<file path="src/rtl/imaging_mode_select_tx.sv">
// Serialises a 3-bit imaging mode onto wms as mode+1 fixed-width pulses followed by a long low gap.
// Latency: first pulse one cycle after start is taken; done/ready return after the gap. start is only taken while ready=1.
module imaging_mode_select_tx #(
  parameter int unsigned PULSE_HIGH_CYCLES = 4,
  parameter int unsigned PULSE_LOW_CYCLES  = 4,
  parameter int unsigned FRAME_GAP_CYCLES  = 32
) (
  input  logic       clk,
  input  logic       rst,
  input  logic       start,
  input  logic [2:0] mode,
  output logic       ready,
  output logic       wms,
  output logic       done,
  output logic [2:0] current_mode
);

  // Phase counter counts down to zero, so each state is entered with its length minus one.
  localparam logic [7:0] HIGH_LOAD = 8'(PULSE_HIGH_CYCLES - 1);
  localparam logic [7:0] LOW_LOAD  = 8'(PULSE_LOW_CYCLES - 1);
  localparam logic [7:0] GAP_LOAD  = 8'(FRAME_GAP_CYCLES - 1);

  typedef enum logic [1:0] {IDLE, HIGH, LOW, GAP} state_t;

  state_t     state;
  logic [7:0] phase_cnt;
  logic [3:0] pulses_left;
  logic [2:0] mode_lat;

  always_ff @(posedge clk) begin
    if (rst) begin
      state        <= IDLE;
      phase_cnt    <= 8'd0;
      pulses_left  <= 4'd0;
      mode_lat     <= 3'd0;
      ready        <= 1'b1;
      wms          <= 1'b0;
      done         <= 1'b0;
      current_mode <= 3'd0;
    end else begin
      done <= 1'b0;
      case (state)
        IDLE: begin
          if (start) begin
            mode_lat    <= mode;
            pulses_left <= {1'b0, mode} + 4'd1;
            phase_cnt   <= HIGH_LOAD;
            state       <= HIGH;
            wms         <= 1'b1;
            ready       <= 1'b0;
          end
        end
        HIGH: begin
          if (phase_cnt == 8'd0) begin
            pulses_left <= pulses_left - 4'd1;
            wms         <= 1'b0;
            // The final pulse's trailing low is the frame gap itself.
            if (pulses_left == 4'd1) begin
              state     <= GAP;
              phase_cnt <= GAP_LOAD;
            end else begin
              state     <= LOW;
              phase_cnt <= LOW_LOAD;
            end
          end else begin
            phase_cnt <= phase_cnt - 8'd1;
          end
        end
        LOW: begin
          if (phase_cnt == 8'd0) begin
            state     <= HIGH;
            phase_cnt <= HIGH_LOAD;
            wms       <= 1'b1;
          end else begin
            phase_cnt <= phase_cnt - 8'd1;
          end
        end
        GAP: begin
          if (phase_cnt == 8'd0) begin
            state        <= IDLE;
            ready        <= 1'b1;
            done         <= 1'b1;
            current_mode <= mode_lat;
          end else begin
            phase_cnt <= phase_cnt - 8'd1;
          end
        end
        default: begin
          state <= IDLE;
          ready <= 1'b1;
          wms   <= 1'b0;
        end
      endcase
    end
  end

endmodule

</file>
<file path="config.mk">
export PLATFORM = sky130hd
export DESIGN_NAME = imaging_mode_select_tx
export DESIGN_NICKNAME = d
export VERILOG_FILES = /design/src/rtl/imaging_mode_select_tx.sv
export SDC_FILE = /design/constraint.sdc
export NUM_CORES = 1
export LEC_CHECK = 0
export ABC_AREA = 1
export CAP_MARGIN = 30
export CORE_UTILIZATION = 30
export DETAILED_ROUTE_END_ITERATION = 7
export MAX_ROUTING_LAYER = met4
export PLACE_DENSITY = 0.57
export SYNTH_ARGS = -nofsm -noshare
export SYNTH_HDL_FRONTEND = slang
export SYNTH_SLANG_ARGS = --single-unit
</file>
<file path="constraint.sdc">
create_clock -name clk -period 1.4 [get_ports clk]
set_input_delay 0.21 -clock clk [delete_from_list [all_inputs] [get_ports clk]]
set_output_delay 0.21 -clock clk [all_outputs]
set_load 0.05 [all_outputs]
</file>
Word level (Yosys, flattened, before mapping)
Cells that the tools add are included.
W data, S select, Z words.
- flip-flop bits (word level): 23
- input bits: 6
- word-level logic and storage cells: 56
- $add $sub $neg: 3
- equality and inequality tests: 9
- muxes and demuxes: 22
- bitwise logic cells: 1
- reductions and logical operators: 13
- operators by type and width (operator ; number):
    $mux W8 ; 4
    $pmux W8 S4 ; 1
    $ne A2 B2 Y1 const B ; 5
    $logic_not A8 Y1 ; 1
    $mux W2 ; 4
    $mux W4 ; 2
    $pmux W2 S4 ; 1
    $pmux W4 S2 ; 1
    $reduce_and A4 Y1 ; 2
    $sub A8 B1 Y8 const B ; 1
    $mux W1 ; 6
    $reduce_and A2 Y1 ; 3
    $reduce_and A3 Y1 ; 2
    $mux W5 ; 1
    $add A3 B1 Y4 const B ; 1
    $eq A2 B2 Y1 const B ; 2
    $eq A4 B1 Y1 const B ; 1
    $reduce_bool A2 Y1 ; 2
    $sub A4 B1 Y4 const B ; 1
    $pmux W1 S3 ; 1
    $reduce_bool A3 Y1 ; 1
    $eq A2 B1 Y1 const B ; 1
    $logic_not A2 Y1 ; 1
    $pmux W1 S2 ; 1
    other kinds (2) ; 2

Logic depth before layout (Yosys ltp)
Gate-level depths: netlist (run 1).
- word-level depth: 4
- mapped depth: 11
- mapped depth without buffers: 11

Worst setup path before layout (run 1)
OpenSTA, ideal clock, no wires.
- path type: register -> register
- from: reg phase_cnt[0]
- to: reg phase_cnt[5]
- library setup time: 0.114 ns
- arrival time: 1.291 ns
- data required time: 1.286 ns
- slack: -0.006 ns
- stages on the path, launching flop included: 10
- buffers on the path: 0
- period minus slack after synthesis: 1.406 ns
- cells stage by stage: dfxtp_1 inv_1 ha_1 nand2_1 nor2_8 nor2_1 nor2_2 nand3_1 nand2_1 nor2_1
- cells in the longest elaborated chain, start to end: 3
- RTL lines (what ; RTL line ; RTL):
    start: declaration ; 26 ; logic [7:0] phase_cnt;
    start signal: assignment ; 66 ; phase_cnt <= phase_cnt - 8'd1;
    start signal: assignment ; 75 ; phase_cnt <= phase_cnt - 8'd1;
    start signal: assignment ; 85 ; phase_cnt <= phase_cnt - 8'd1;
    $sub A8 B1 Y8 or $logic_not A8 Y1 (tied branches) ; n/a ;
    $mux W8, or another cell as far along ; 79 ; if (phase_cnt == 8'd0) begin
    $pmux W8 S4 or $reduce_and A2 Y1 (tied branches) ; n/a ;
Several ways; a longest one is shown, not always the timed one. The select of a mux whose other input is x is not followed.
A chain may end at the register's enable or synchronous reset.

Worst setup path after layout (run 1)
- from: reg phase_cnt[1]
- to: reg phase_cnt[6]
Same word-level chain as after synthesis.

==> impl_metrics.toml, run 1 <==
[outcome]
outcome = "complete, no violations"

[drt]
drtIter0Drc = 51
wl_per_cell_um = 10.66
vias = 1200
first_pass_iters = 5
drc = 0
vias_per_cell = 4.580
drt-total-wl_mm = 2.793
ant_nets = 0

[timing]
relSlewSlack_pct = 79.08
holdWs_ns = 0.4897
rsz0062_at_grt = "true"
clock-skew-final_ns = 0.002939
tightestPinTransition_ns = 0.3114
min_period_ns = 1.339
setup_violations = 0
fin_crit_sh_pct = 95.65
slew_violations = 0
fmax_ghz = 0.7468
hold_viol = 0

[cts]
cts-root-buf = "clkbuf_8"
cts_hold_buf = 0
cts.sinks = 23
clk_path_buf_depth = 2
cts_made_buffers = 3
cts_tree = "yes"
htreeDepth = 1
path_clk_slew_ns = 0.08
insertion_delay_ns = 0.27

[setup_path]
crit_path_cell_trace = "inv_2 > ha_4 > nand2_4 > nor2_8 > nor2_2 > nor2_2 > nand3_2 > nand2_2 > nor2_1"
critPathArrivalTime_ns = 1.51
cp_data_required_time_ns = 1.57
cp_max_fo = 4
start_kind = "flip-flop"
end_kind = "flip-flop"
cpPeakStageDelay_ns = 0.33
cp_common_cell = "nor2_2"
slowest_stage = "dfxtp_2"
criticalPathCategory = "flip-flop to flip-flop"
cp_num_buf_inv = 1
crit_family = "simple AND/OR/NAND/NOR gates"

[synthesis]
synthCells = 180
yosysSeqAreaShare_pct = 36.36
ys_types = 25
yosys_warnings = 0
synth_seq_cells = 23
synth.net_count = 191
syn_area_mm2 = 0.001266
syn_area_per_cell_um2 = 7.035

[layout]
drive_above_1_share_pct = 29.25
instances_no_fill = 262
nets = 224
n_antenna_cell = 0
fin_area_mm2 = 0.001784
synthToLayoutAreaGrowth_pct = 40.91

[placement]
place_hpwl_mm = 2.191
place_inst = 257
numPortBuffers = 11
gp_congestion = 0.8363
placed_cell_area_mm2 = 0.001625

[job]
cap_violations = 0

[floorplanning]
die_h_um = 66.97
dieArea_mm2 = 0.004484
pin_count = 12
initial_core_util_pct = 31.43
core_area_mm2 = 0.004029
fp.dieW_um = 66.97
rows = 23

[global_route]
grt_pass1_vias = 1096
grt.overflow.total = 0
grt_max_degree = 13
grt_usage_pct = 13.90
antenna_found_initial = 0
grt_pass1_wl_mm = 4.657

[power]
p_leak_uw = 0.0008271
vdd_ir_drop_max_mv = 0.6270
p_total_uw = 4140
p_per_area_mw_per_mm2 = 2320

[min_path]
hold_class = "flip-flop to flip-flop"
per-stage QoR:
stage	util, %	setup WS, ns	TNS (ns)
floorplan	-	0.03715	0
global placement	40.34	-0.01925	-0.01925
detailed placement	40.34	-0.02433	-0.08714
CTS	41.52	0.009785	0
global route	44.29	-0.03577	-0.1791
finish	44.29	0.06093	0
worst paths after layout:
check / slack, ns / depth (start not counted) / endpoint / startpoint
worst max-delay path: 0.06 / 9 / phase_cnt[6] / phase_cnt[1]
worst min-delay path: 0.49 / 1 / current_mode[2] / mode_lat[2]
worst max register to register: 0.06 / 9 / phase_cnt[6] / phase_cnt[1]
worst min register to register: 0.49 / 1 / current_mode[2] / mode_lat[2]
synthesized netlist by cell type (all sizes together):
cell | number | share of area [%]
nand3 | 10 | 4.0
inv | 28 | 8.3
nor3 | 2 | 0.79
or2 | 1 | 0.49
dfxtp | 23 | 36
ha | 5 | 4.9
o211ai | 1 | 0.59
a31oi | 1 | 0.49
nand2 | 43 | 15
nand4 | 2 | 0.99
o21ai | 13 | 5.1
a211oi | 1 | 0.99
xor2 | 2 | 1.4
xnor2 | 3 | 2.1
nor2 | 29 | 11
a21oi | 12 | 4.7
a22o | 3 | 2.1
clkbuf | 1 | 0.30
area by class of cell:
class	count	area [µm²]
Clock buffer	4	45.04
Fill cell	422	2245
Inverter	28	112.6
Multi-Input combinational cell	128	783.3
Sequential cell	23	464.2
Tap cell	50	62.56
Timing Repair Buffer	29	316.6
cells by family (layout without fill, tap and decap cells):
kind of cell / Yosys count / count (layout) / share of synthesized area, %
and+or+nand+nor: 87 / 87 / 32.61
DFF: 23 / 23 / 36.36
xor gates and xnor gates: 5 / 5 / 3.459
buffers and inverters: 29 / 61 / 8.596
adders and majority gates: 5 / 5 / 4.941
AOI/OAI and AO/OA: 31 / 31 / 14.03
power by group:
part           internal (µW)  switching, µW  total (µW)  leakage, µW
Clock                    203            217         420    0.0000228
Sequential               879            179        1060     0.000190
Combinational           1140           1520        2660     0.000615
Total                   2220           1920        4140     0.000827
sequential cells by signal (all words and copies together) (netlist names):
| register | flops |
|---|---|
| ready | 1 |
| state | 2 |
| pulses_left | 4 |
| phase_cnt | 8 |
| done | 1 |
| current_mode | 3 |
| mode_lat | 3 |
| wms | 1 |
timing repair:
action                     4_1_cts  5_1_grt
setup buffers                    0        1
setup endpoints to repair        4       15
hold endpoints to repair         0        0
pin swaps                        1        7
resized for setup                1       33
cell usage in the layout, fill, tap and decap left out, drive strengths merged:
master / synthesis / layout
a211oi: 1 / 1
a21oi: 12 / 12
a22o: 3 / 3
a31oi: 1 / 1
buf: 0 / 24
clkbuf: 1 / 4
clkdlybuf4s50: 0 / 5
dfxtp: 23 / 23
ha: 5 / 5
inv: 28 / 28
nand2: 43 / 43
nand3: 10 / 10
nand4: 2 / 2
nor2: 29 / 29
nor3: 2 / 2
o211ai: 1 / 1
o21ai: 13 / 13
or2: 1 / 1
xnor2: 3 / 3
xor2: 2 / 2
routing by layer:
layer	vias up	track usage [%]	wire (µm)
li1	637	-	-
met5	-	-	0
met2	19	23.11	1341
met1	540	17.11	1350
met3	4	1.541	53
met4	0	5.319	48
No activity file was read; power rests on OpenSTA's default activity.
==> run 2: changes to the inputs <==
Settings changed: CORE_MARGIN from default to 3, SETUP_SLACK_MARGIN from default to 0.02.
==> run 2 against run 1 <==
Effect of this change:
- cell area rose by 0.77%
- clock skew grew 0.00058 ns
- register-to-register slack about the same
- non-clock buffer count is 3 higher
- sequential share of layout area is 0.13 points lower
- sequential cell count did not move
- routed wire length grew 0.97%
- maximum frequency rose by 0.69%
==> impl_metrics.toml, run 2 (synthesis results as in run 1) <==
[job]
cap_violations = 0

[timing]
clock-skew-final_ns = 0.003519
slew_violations = 0
setup_violations = 0
fmax_ghz = 0.7520
hold_viol = 0
min_period_ns = 1.330
setup_tns_ns = 0
rsz0062_at_grt = "true"
holdWs_ns = 0.4901
fin_crit_sh_pct = 94.99
relSlewSlack_pct = 85.64
final.setup.worst_slack_ns = 0.07014
tightestPinTransition_ns = 0.2152

[layout]
drive_above_1_share_pct = 31.16
largest_reg_flops = 8
synthToLayoutAreaGrowth_pct = 42.00
final_cell_mix = "nand2_1, inv_1, nor2_1, buf_4, dfxtp_1"
final_common_cell = "nand2_1"
instances_no_fill = 263
seq_area_um2 = 465.4
top_register = "phase_cnt"
n_antenna_cell = 0
multiInputGateArea_um2 = 787.0
nets = 227
reg_top3 = "phase_cnt (8), pulses_left (4)"
num-fill-cells = 393

[drt]
vias_per_cell = 4.445
ant_nets = 0
first_pass_iters = 4
drt-total-wl_mm = 2.820
wl_per_cell_um = 10.72
drc = 0
drtIter0Drc = 73
vias = 1169

[global_route]
grt_pass1_wl_mm = 4.995
grt.overflow.total = 0
grt_usage_pct = 12.38
antenna_found_initial = 0
grt_pass1_vias = 1106
grt_max_degree = 14

[placement]
place_ws_ns = 0.001369
place_inst = 259
gp_congestion = 0.8373
place_hpwl_mm = 2.116
numPortBuffers = 11

[min_path]
hold_class = "flip-flop to flip-flop"

[cts]
cts_hold_buf = 0
cts_tree = "yes"
cts_made_buffers = 3
path_clk_slew_ns = 0.09
cts.sinks = 23
cts-root-buf = "clkbuf_8"
cts_setup_buffers = 0
clk_path_buf_depth = 2
htreeDepth = 1
insertion_delay_ns = 0.26

[setup_path]
criticalPathCategory = "flip-flop to flip-flop"
critPathArrivalTime_ns = 1.49
cp_data_required_time_ns = 1.56
start_kind = "flip-flop"
cp_max_fo = 4
end_kind = "flip-flop"

[power]
clkPwrFrac_pct = 10.2
pwr-share-comb_pct = 63.9
p_total_uw = 4129
seqPwrFrac_pct = 25.9
p_int_uw = 2214
power.switching_uw = 1914
p_leak_uw = 0.0008421
vdd_ir_drop_max_mv = 0.6852
swShare_pct = 46.36
p_per_area_mw_per_mm2 = 2296

[floorplanning]
pin_count = 12
rows = 22
dieArea_mm2 = 0.005036
fp.dieW_um = 70.97
die_h_um = 70.97
initial_core_util_pct = 32.86
core_area_mm2 = 0.003854

[outcome]
outcome = "complete, no violations"
run 2: final cells by class:
| class | instances | share of cell area [%] |
|---|---|---|
| Multi-Input combinational cell | 128 | 43.77 |
| Inverter | 28 | 5.985 |
| Clock buffer | 3 | 2.296 |
| Sequential cell | 23 | 25.89 |
| Clock inverter | 1 | 0.2784 |
| Timing Repair Buffer | 32 | 18.44 |
| Tap cell | 48 | 3.340 |
run 2: repair_timing:
item                       in CTS  in global routing
setup endpoints to repair       9                 18
pin swaps                       2                  6
gates resized for setup         3                 27
run 2: critical path, stage by stage (launching register included):
cell,delay (ns)
dfxtp_2,0.33
inv_2,0.07
ha_4,0.14
nand2_4,0.08
nor2_8,0.15
nor2_1,0.08
nor2_2,0.14
nand3_2,0.11
nand2_2,0.09
nor2_1,0.05
run 2: layer usage:
metal	track usage [%]	up-vias	wire (µm)
li1	-	641	-
met1	18.01	510	1462
met2	17.51	14	1250
met3	1.420	4	58
met4	4.384	0	48
met5	-	-	0
run 2: power by group through the flow:
| stage | clock network (µW) | logic (µW) | registers (µW) |
|---|---|---|---|
| 2_1_floorplan | 0 | 1570 | 1110 |
| 3_3_place_gp | 0 | 2350 | 1050 |
| 3_5_place_dp | 0 | 2350 | 1050 |
| 4_1_cts | 425 | 2390 | 1040 |
| 5_1_grt | 457 | 2980 | 1110 |
| 6_report | 420 | 2640 | 1070 |
run 2: final timing paths:
kind	from	to	slack (ns)	cells past startpoint
max	phase_cnt[1]	phase_cnt[5]	0.07	9
min	mode_lat[0]	current_mode[0]	0.49	1
max reg2reg	phase_cnt[1]	phase_cnt[5]	0.07	9
min reg2reg	mode_lat[0]	current_mode[0]	0.49	1
run 2: stage by stage:
stage	area, µm²	util, %
2_1_floorplan	1269	-
3_3_place_gp	1653	42.89
3_5_place_dp	1653	42.89
4_1_cts	1713	44.45
5_1_grt	1798	46.66
6_report	1798	46.66
==> run 3: changes to the inputs <==
Settings changed: CTS_CLUSTER_SIZE from default to 30.
==> results of run 3 <==
The final DEF is identical to that of run 2; final timing and power are the same.
